## src/rtl/axi4_lite_slave_pkg.sv

```systemverilog
// Shared types, response codes and address helpers for the AXI4-Lite register-array responder.
package axi4_lite_slave_pkg;

  localparam logic [1:0] RESP_OKAY   = 2'b00;
  localparam logic [1:0] RESP_SLVERR = 2'b10;

  typedef enum logic [1:0] {
    WR_IDLE,
    WR_HAVE_A,
    WR_HAVE_D,
    WR_RESP
  } wr_state_t;

  typedef enum logic {
    RD_IDLE,
    RD_DATA
  } rd_state_t;

  // Word index of a byte address, wrapped modulo the array depth.
  function automatic logic [31:0] addr_to_index(input logic [63:0] addr,
                                                input logic [63:0] base,
                                                input int unsigned off_bits,
                                                input int unsigned depth);
    logic [63:0] word;
    word = (addr - base) >> off_bits;
    return 32'(word % 64'(depth));
  endfunction

  function automatic logic addr_in_range(input logic [63:0] addr,
                                         input logic [63:0] base,
                                         input int unsigned off_bits,
                                         input int unsigned depth);
    logic [63:0] word;
    word = (addr - base) >> off_bits;
    return (addr >= base) && (word < 64'(depth));
  endfunction

endpackage

```

## src/rtl/axi4_lite_slave_regarray.sv

```systemverilog
// Byte-enabled word array: one write port, one registered read port, asynchronous clear of all contents.
module axi4_lite_slave_regarray #(
  parameter int DATA_WIDTH = 32,
  parameter int MEM_DEPTH  = 16,
  parameter int IDX_W      = $clog2(MEM_DEPTH)
) (
  input  logic                    clk,
  input  logic                    rst,
  input  logic                    i_we,
  input  logic [IDX_W-1:0]        i_waddr,
  input  logic [DATA_WIDTH-1:0]   i_wdata,
  input  logic [DATA_WIDTH/8-1:0] i_wstrb,
  input  logic                    i_re,
  input  logic [IDX_W-1:0]        i_raddr,
  input  logic                    i_rzero,
  output logic [DATA_WIDTH-1:0]   o_rdata
);

  localparam int BYTES = DATA_WIDTH / 8;

  logic [BYTES-1:0][7:0] r_mem [MEM_DEPTH];
  logic [BYTES-1:0][7:0] w_wbytes;
  logic [DATA_WIDTH-1:0] r_rdata;

  genvar gi;
  generate
    for (gi = 0; gi < BYTES; gi++) begin : g_lane
      assign w_wbytes[gi] = i_wdata[gi*8 +: 8];
    end
  endgenerate

  always_ff @(posedge clk or posedge rst) begin
    if (rst) begin
      for (int d = 0; d < MEM_DEPTH; d++) begin
        r_mem[d] <= '0;
      end
    end else if (i_we) begin
      for (int b = 0; b < BYTES; b++) begin
        if (i_wstrb[b]) begin
          r_mem[i_waddr][b] <= w_wbytes[b];
        end
      end
    end
  end

  // Non-blocking read sees the pre-write contents when a write lands on the same edge.
  always_ff @(posedge clk or posedge rst) begin
    if (rst) begin
      r_rdata <= '0;
    end else if (i_re) begin
      r_rdata <= i_rzero ? '0 : r_mem[i_raddr];
    end
  end

  assign o_rdata = r_rdata;

endmodule

```

## src/rtl/axi4_lite_slave_mem.sv

```systemverilog
// AXI4-Lite responder over a byte-enabled register array; independent write and read FSMs.
// Define AXI4LITE_SLV_ADDR_CHECK_EN to answer out-of-range addresses with SLVERR instead of wrapping.
module axi4_lite_slave_mem
  import axi4_lite_slave_pkg::*;
#(
  parameter int                       DATA_WIDTH    = 32,
  parameter int                       ADDRESS_WIDTH = 32,
  parameter int                       MEM_DEPTH     = 16,
  parameter logic [ADDRESS_WIDTH-1:0] BASE_ADDR     = '0
) (
  input  logic                     clk,
  input  logic                     rst,
  input  logic                     awvalid,
  output logic                     awready,
  input  logic [ADDRESS_WIDTH-1:0] awaddr,
  input  logic                     wvalid,
  output logic                     wready,
  input  logic [DATA_WIDTH-1:0]    wdata,
  input  logic [DATA_WIDTH/8-1:0]  wstrb,
  output logic                     bvalid,
  input  logic                     bready,
  output logic [1:0]               bresp,
  input  logic                     arvalid,
  output logic                     arready,
  input  logic [ADDRESS_WIDTH-1:0] araddr,
  output logic                     rvalid,
  input  logic                     rready,
  output logic [DATA_WIDTH-1:0]    rdata,
  output logic [1:0]               rresp
);

  localparam int unsigned BYTES    = DATA_WIDTH / 8;
  localparam int unsigned OFF_BITS = $clog2(BYTES);
  localparam int          IDX_W    = $clog2(MEM_DEPTH);

  wr_state_t r_wr_state, w_wr_state_next;
  rd_state_t r_rd_state, w_rd_state_next;

  logic [IDX_W-1:0]      w_aw_idx, w_ar_idx, r_aw_idx, w_cm_idx;
  logic                  w_aw_ok, w_ar_ok, r_aw_ok, w_cm_ok;
  logic [DATA_WIDTH-1:0] r_wdata, w_cm_data;
  logic [BYTES-1:0]      r_wstrb, w_cm_strb;
  logic                  w_aw_hs, w_w_hs, w_commit, w_rd_capture;
  logic [1:0]            r_bresp, r_rresp;

  assign w_aw_idx = IDX_W'(addr_to_index(64'(awaddr), 64'(BASE_ADDR), OFF_BITS, MEM_DEPTH));
  assign w_ar_idx = IDX_W'(addr_to_index(64'(araddr), 64'(BASE_ADDR), OFF_BITS, MEM_DEPTH));

`ifdef AXI4LITE_SLV_ADDR_CHECK_EN
  assign w_aw_ok = addr_in_range(64'(awaddr), 64'(BASE_ADDR), OFF_BITS, MEM_DEPTH);
  assign w_ar_ok = addr_in_range(64'(araddr), 64'(BASE_ADDR), OFF_BITS, MEM_DEPTH);
`else
  assign w_aw_ok = 1'b1;
  assign w_ar_ok = 1'b1;
`endif

  assign w_aw_hs = awvalid && awready;
  assign w_w_hs  = wvalid && wready;

  // Whichever half arrives on the committing edge comes straight from the bus; the other from holding regs.
  assign w_cm_idx  = (r_wr_state == WR_HAVE_A) ? r_aw_idx : w_aw_idx;
  assign w_cm_ok   = (r_wr_state == WR_HAVE_A) ? r_aw_ok  : w_aw_ok;
  assign w_cm_data = (r_wr_state == WR_HAVE_D) ? r_wdata  : wdata;
  assign w_cm_strb = (r_wr_state == WR_HAVE_D) ? r_wstrb  : wstrb;

  always_ff @(posedge clk or posedge rst) begin
    if (rst) begin
      r_wr_state <= WR_IDLE;
    end else begin
      r_wr_state <= w_wr_state_next;
    end
  end

  always_comb begin
    w_wr_state_next = r_wr_state;
    awready         = 1'b0;
    wready          = 1'b0;
    bvalid          = 1'b0;
    w_commit        = 1'b0;
    case (r_wr_state)
      WR_IDLE: begin
        awready = 1'b1;
        wready  = 1'b1;
        if (awvalid && wvalid) begin
          w_wr_state_next = WR_RESP;
          w_commit        = 1'b1;
        end else if (awvalid) begin
          w_wr_state_next = WR_HAVE_A;
        end else if (wvalid) begin
          w_wr_state_next = WR_HAVE_D;
        end
      end
      WR_HAVE_A: begin
        wready = 1'b1;
        if (wvalid) begin
          w_wr_state_next = WR_RESP;
          w_commit        = 1'b1;
        end
      end
      WR_HAVE_D: begin
        awready = 1'b1;
        if (awvalid) begin
          w_wr_state_next = WR_RESP;
          w_commit        = 1'b1;
        end
      end
      WR_RESP: begin
        bvalid = 1'b1;
        if (bready) begin
          w_wr_state_next = WR_IDLE;
        end
      end
      default: w_wr_state_next = WR_IDLE;
    endcase
  end

  always_ff @(posedge clk or posedge rst) begin
    if (rst) begin
      r_aw_idx <= '0;
      r_aw_ok  <= 1'b0;
      r_wdata  <= '0;
      r_wstrb  <= '0;
      r_bresp  <= RESP_OKAY;
    end else begin
      if (w_aw_hs) begin
        r_aw_idx <= w_aw_idx;
        r_aw_ok  <= w_aw_ok;
      end
      if (w_w_hs) begin
        r_wdata <= wdata;
        r_wstrb <= wstrb;
      end
      if (w_commit) begin
        r_bresp <= w_cm_ok ? RESP_OKAY : RESP_SLVERR;
      end
    end
  end

  assign bresp = r_bresp;

  always_ff @(posedge clk or posedge rst) begin
    if (rst) begin
      r_rd_state <= RD_IDLE;
    end else begin
      r_rd_state <= w_rd_state_next;
    end
  end

  always_comb begin
    w_rd_state_next = r_rd_state;
    arready         = 1'b0;
    rvalid          = 1'b0;
    w_rd_capture    = 1'b0;
    case (r_rd_state)
      RD_IDLE: begin
        arready = 1'b1;
        if (arvalid) begin
          w_rd_state_next = RD_DATA;
          w_rd_capture    = 1'b1;
        end
      end
      RD_DATA: begin
        rvalid = 1'b1;
        if (rready) begin
          w_rd_state_next = RD_IDLE;
        end
      end
      default: w_rd_state_next = RD_IDLE;
    endcase
  end

  always_ff @(posedge clk or posedge rst) begin
    if (rst) begin
      r_rresp <= RESP_OKAY;
    end else if (w_rd_capture) begin
      r_rresp <= w_ar_ok ? RESP_OKAY : RESP_SLVERR;
    end
  end

  assign rresp = r_rresp;

  axi4_lite_slave_regarray #(
    .DATA_WIDTH (DATA_WIDTH),
    .MEM_DEPTH  (MEM_DEPTH),
    .IDX_W      (IDX_W)
  ) u_regarray (
    .clk     (clk),
    .rst     (rst),
    .i_we    (w_commit && w_cm_ok),
    .i_waddr (w_cm_idx),
    .i_wdata (w_cm_data),
    .i_wstrb (w_cm_strb),
    .i_re    (w_rd_capture),
    .i_raddr (w_ar_idx),
    .i_rzero (!w_ar_ok),
    .o_rdata (rdata)
  );

endmodule

```

## config.mk

```make
export PLATFORM = sky130hd
export DESIGN_NAME = axi4_lite_slave_mem
export DESIGN_NICKNAME = d
export VERILOG_FILES = /design/src/rtl/axi4_lite_slave_pkg.sv /design/src/rtl/axi4_lite_slave_regarray.sv /design/src/rtl/axi4_lite_slave_mem.sv
export SDC_FILE = /design/constraint.sdc
export NUM_CORES = 1
export LEC_CHECK = 0
export BUFFER_PORTS_ARGS = -buffer_cell sky130_fd_sc_hd__buf_4
export CAP_MARGIN = 15
export CORE_MARGIN = 2
export CORE_UTILIZATION = 30
export CTS_CLUSTER_SIZE = 24
export DETAILED_ROUTE_END_ITERATION = 8
export HOLD_SLACK_MARGIN = 0.12
export PLACE_DENSITY = 0.44
export RECOVER_POWER = 25
export SLEW_MARGIN = 15
export SYNTH_ARGS = -nofsm -noshare
export SYNTH_HDL_FRONTEND = slang
export SYNTH_SLANG_ARGS = --single-unit
```

## constraint.sdc

```tcl
create_clock -name clk -period 41.9 [get_ports clk]
set_clock_uncertainty 0.1 [all_clocks]
set_input_delay 0 -clock clk [delete_from_list [all_inputs] [get_ports clk]]
set_output_delay 0 -clock clk [all_outputs]
set_load 0.01 [all_outputs]
```

; Word-level counts from Yosys, hierarchy flattened
; Index checks and enable logic that the tools add are counted.
[totals]
input_bits = 107
regBits = 590
wordCells = 141
out_inout_bits = 41
[classes]
eq_ne = 7
mux = 47
order_cmp = 3
n_reduce_logical = 9
n_bitwise = 3
[ops]
columns = op, n
row1 = 512-bit 2-to-1 mux, 7
row2 = 512-bit bitwise mux, 4
row3 = 32-bit demux with 4-bit select, 4
row4 = 32-bit binary-select mux with 4-bit select, 1
row5 = 32-bit 2-to-1 mux, 4
row6 = 24-bit 2-to-1 mux, 1
row7 = 16-bit 2-to-1 mux, 1
row8 = 2-bit 2-to-1 mux, 7
row9 = 1-bit 2-to-1 mux, 12
row10 = 5-bit >= comparator (second input constant), 2
row11 = 4-bit inverter with 5-bit output, 2
row12 = 4-bit 2-to-1 mux, 2
row13 = 8-bit 2-to-1 mux, 1
row14 = 2-bit one-hot mux with 4 select lines, 1
row15 = 2-bit inequality test (second input constant), 3
row16 = 1-bit logical AND, 5
row17 = 5-bit by 1-bit less-than comparator with 1-bit output (second input constant), 1
row18 = 2-bit == test (second input constant), 2
row19 = 4-bit inequality test (second input constant), 1
row20 = 4-bit AND reduction, 1
row21 = 2-bit OR reduction, 2
row22 = 1-bit one-hot mux with 3 select lines, 1
row23 = 2-bit by 1-bit == test with 1-bit output (second input constant), 1
row24 = 2-bit zero test, 1
row25 = other kinds (2), 2

; Depth between registers and ports, before layout
[depth]
word_depth = 18
ltp_mapped = 9
ltp_nobuf = 6

; Hierarchy
; Synthesis repeated with hierarchy kept, for this count alone.
[hier_totals]
hier_cells = 1979
area_unflattened_um2 = 27086.0
[modules_own_cells]
columns = module, instances, seq_area_each_um2, cells_each, area_each_um2
row1 = axi4_lite_slave_regarray, 1, 13613.1, 1810, 24589.8
row2 = axi4_lite_slave_mem, 1, 1126.1, 169, 2496.1

; Worst setup path before layout
; Ideal clock, no wire load.
[synth_path]
path_kind = register to register
start = register r_wr_state[1]
end = register u_regarray.r_mem[496] (netlist name)
t_required_ns = 41.675
synth_period_minus_slack_ns = 2.549
setup_time_ns = 0.125
stages_incl_launch_ff = 8
n_path_buf = 1
setup_slack_ns = 39.351
arrival_ns = 2.324
path_cell_list = dfrtp_1 inv_1 ha_1 buf_6 or3_1 a221oi_4 nor3b_4 mux2_2
[synth_via]
elab_chain_len = 15
elab_cells_between_ends = 29
cone_classes = order compare (2) / eq/ne (2) / mux (21) / bitwise (1) / reduce/logical (3)
[synth_lines]
columns = item, line
row1 = from (decl), axi4_lite_slave_mem.sv:36  ; wr_state_t r_wr_state, w_wr_state_next;
row2 = from (signal assigned), axi4_lite_slave_mem.sv:70  ; r_wr_state <= w_wr_state_next;
row3 = 2-bit by 1-bit == test with 1-bit output, "axi4_lite_slave_mem.sv:61, axi4_lite_slave_mem.sv:62, axi4_lite_slave_mem.sv:80"
row4 = 4-bit 2-to-1 mux, axi4_lite_slave_mem.sv:61  ; assign w_cm_idx = (r_wr_state == WR_HAVE_A) ? r_aw_idx : w_aw_idx;
row5 = 4-bit inverter with 5-bit output (not written as such), axi4_lite_slave_regarray.sv:40  ; r_mem[i_waddr][b] <= w_wbytes[b];
row6 = 32-bit demux with 4-bit select, axi4_lite_slave_regarray.sv:40
row7 = 512-bit bitwise mux, axi4_lite_slave_regarray.sv:40
row8 = 512-bit 2-to-1 mux, axi4_lite_slave_regarray.sv:39  ; if (i_wstrb[b]) begin
row9 = 512-bit 2-to-1 mux, axi4_lite_slave_regarray.sv:37  ; end else if (i_we) begin
row10 = 512-bit bitwise mux, axi4_lite_slave_regarray.sv:40
row11 = 512-bit 2-to-1 mux, axi4_lite_slave_regarray.sv:39
row12 = 512-bit 2-to-1 mux, axi4_lite_slave_regarray.sv:37
row13 = 512-bit bitwise mux, axi4_lite_slave_regarray.sv:40
row14 = 512-bit 2-to-1 mux, axi4_lite_slave_regarray.sv:39
row15 = 512-bit 2-to-1 mux, axi4_lite_slave_regarray.sv:37
row16 = 512-bit bitwise mux, axi4_lite_slave_regarray.sv:40
row17 = 512-bit 2-to-1 mux, axi4_lite_slave_regarray.sv:39
row18 = "to (signal, indexed assignment)", axi4_lite_slave_regarray.sv:40
row19 = to (decl), axi4_lite_slave_regarray.sv:21  ; logic [BYTES-1:0][7:0] r_mem [MEM_DEPTH];
; Several ways; a longest one is shown, not always the timed one. The select of a mux whose other input is x is not followed.
; A chain may end at the register's enable or synchronous reset.

==> flow_summary.toml <==
[global_routing]
grt_first_pass_wirelength_microns = 112600
grt_max_degree = 127
overflow = 0
grt_pass1_vias = 17900
antenna_found_initial = 2
groute.usage.overall = 0.1584

[logic_synthesis]
synth_area_leaders = "dfrtp_1, mux2_2, mux2i_1"
synth_top_area_frac = 0.5356
ys_seq_area_frac = 0.5356
ys_ff_latch = 589
yosysWarningCount = 0
synthArstFlopShare = 1.000
yosys_most_used_dff = "dfrtp_1"
synth.avg_cell_area_sq_um = 13.79
synth.distinct_cells = 49
synth_edf_count = 0
yosys.area.top_type = "dfrtp_1"
synth_area_sq_um = 27520
syn_inst = 1996

[worst_setup_path]
rr_endpoint = "u_regarray.r_mem[110]"
r2r_cells = 7
cp.required_ps = 42410
reg2reg_from = "r_wr_state[0]"
cp.arrival_ps = 8780
startpoint = "rst"
critPathCaptureType = "asynchronous set/reset pin"
cpPeakStageDelay_ps = 3180
cp_slowest_cell = "clkinvlp_2"
cp_top_family = "buffers and inverters"
worstSetupStartpointType = "input port"
r2r_setup_slack_ps = 35740
cp_num_cells = 7
crit_chain = "dlygate4sd3_1 -> clkbuf_4 -> dlygate4sd3_1 -> clkinvlp_2 -> clkbuf_1 -> buf_4 -> buf_4"
critPathBufInv = 7
crit_path_end = "u_regarray.r_mem[373]"
crit_type = "input port to asynchronous set/reset pin"
worst-path-max-fanout = 126

[floorplan]
core_sq_um = 91250
rows = 111
die_h_microns = 306.9
die_area_sq_um = 94160
start_util = 0.3016
die_width_microns = 306.9
io_pins = 148

[clock_tree]
post_cts_buffers = 0
root_buffer = "clkbuf_16"
clk_latency_ps = 610
cts-resized-gates = 0
clock-sinks = 589
numCtsBuffers = 70
cts_tree = "yes"
ctsLongestPathBuffers = 3
path_clk_slew_ps = 50
h-tree-depth = 3

[drt]
viasPerCell = 4.979
wirelength_microns = 74140
drtAntennaViolNets = 0
wl_per_cell_microns = 21.94
route.detailed.drc = 0
drtIter0Drc = 722
dr.pass1.iters = 4
vias = 16830

[power_and_ir_drop]
combPwrFrac = 0.281
p_sw_uw = 649.7
netSwitchingFraction = 0.3076
ir_worst_vdd_mv = 0.02873
p_int_mw = 1.462
p_leak_nw = 15.36
clkPwrFrac = 0.287
seqPwrFrac = 0.432
p_total_mw = 2.112
powerDensity_nw_per_um2 = 65.18

[sta]
setup_viol = 0
hold_violations = 0
slew_headroom = -2.860
clock.fmax_ghz = 0.1208
rsz0062_at_grt = "no"
maxSlewViolCount = 437
tns_ps = 0
worstMarginPinSlew_ps = 5758
min_period_ps = 8279
period_share = 0.1976

[layout]
nets = 2255
antenna_cells = 0
layout_common_cells = "dfrtp_1, mux2_2, mux2i_1"
final_common_cell = "dfrtp_1"
drive_gt1_frac = 0.3780
fill_cells = 8786
instances_no_fill = 3379
syn2layout_area_growth_pct = 17.77

[placement]
dp_cells = 3163
hpwl_microns = 43440
port_buffers = 88
routabilityCongestion = 0.7164

[outcome]
violations = "capacitance limit, slew limit"
run_status = "finished, violations left"

[worst_hold_path]
hp-class = "input port to register"

[run]
max_cap_violations = 7
[kinds of logic (layout without fill, tap and decap cells)]
family                     Yosys count  in the layout  share of synthesized area
other                                1              3                  0.0001363
buffers and inverters              145            340                    0.02351
adders and majority gates            5              5                   0.002274
muxes                              846            846                     0.3343
AOI/OAI and AO/OA                  123            123                    0.03374
DFF                                589            589                     0.5356
and+or+nand+nor                    287            287                    0.07039
[cell usage after synthesis (4+ instances only)]
master	count
clkbuf_1	69
buf_1	30
inv_1	7
mux2i_1	262
nand3_1	76
and3b_1	9
a22oi_1	97
nand3_2	11
and2_1	4
nand3b_1	5
o21ai_0	4
nand3_4	20
buf_2	25
nand4_1	25
and4b_1	5
dfrtp_1	589
buf_4	10
nand4_2	10
nand2b_1	4
mux2_2	584
nor2_1	6
a21oi_1	11
ha_1	5
nand2_1	94
[stage by stage]
step | area (sq um) | util | setup slack (ps) | hold WS [ps]
after floorplan | 27520 | - | 25320 | 10.01
after global placement | 29370 | 0.3219 | 37870 | 108.3
after detailed placement | 29370 | 0.3219 | 37800 | 112.5
after CTS | 32590 | 0.3571 | 37790 | 263.3
after global routing | 32410 | 0.3552 | 31890 | 329.4
final | 32410 | 0.3552 | 33620 | 308.5
[state kept, by name, summed over array words and instances, names as in the netlist]
name and cells:
r_aw_idx 4, u_regarray.r_mem 512, bresp 1, r_wdata 32, r_aw_ok 1, u_regarray.o_rdata 32
r_wr_state 2, r_wstrb 4, r_rd_state 1
[worst register-to-register path, delay by kind of cell, from the launching register on]
kind / cells / cell delay [ps]
simple gates: 2 / 1820
flops: 1 / 410
mux: 2 / 1160
fa+ha+maj: 1 / 170
buf+inv: 2 / 2370
[timing repair]
action | CTS | global route
hold buffers | 94 | 0
endpoints found under the setup margin | 0 | 0
hold endpoints to repair | 710 | 0
[routing by layer]
layer,global-route usage,wire length (microns),vias to the layer above
met5,0,31,-
met3,0.02495,2457,89
met2,0.2637,35390,223
met1,0.2124,34650,8896
li1,-,-,7613
met4,0.04674,1611,4
[layout make-up]
type	count	area, sq um	share of cell area
tap	1186	1484	0.04579
timing repair buffer	211	1674	0.05166
clock buffer	104	2043	0.06305
inverter	7	27.53	0.0008494
clock inverter	18	230.2	0.007104
sequential	589	14740	0.4548
multi-input combinational	1264	12210	0.3767
[power by group through the flow]
stage / combinational, mW / sequential (mW) / clock (mW)
after floorplan: 0.460 / 0.896 / 0
after global placement: 0.582 / 0.907 / 0
after detailed placement: 0.600 / 0.922 / 0
after CTS: 0.614 / 0.912 / 0.629
after global routing: 0.654 / 0.940 / 0.654
final: 0.593 / 0.913 / 0.606
[worst min-delay path by stage]
stage	start	endpoint	slack, ps	depth (start not counted)
after CTS	awvalid	r_wr_state[1]	260	5
final	awvalid	r_wr_state[1]	310	5
after global routing	awvalid	r_wr_state[1]	330	5
after detailed placement	rready	r_rd_state	110	2
after floorplan	rready	r_rd_state	10	1
after global placement	rready	r_rd_state	110	2
(Power assumes the default switching activity.)
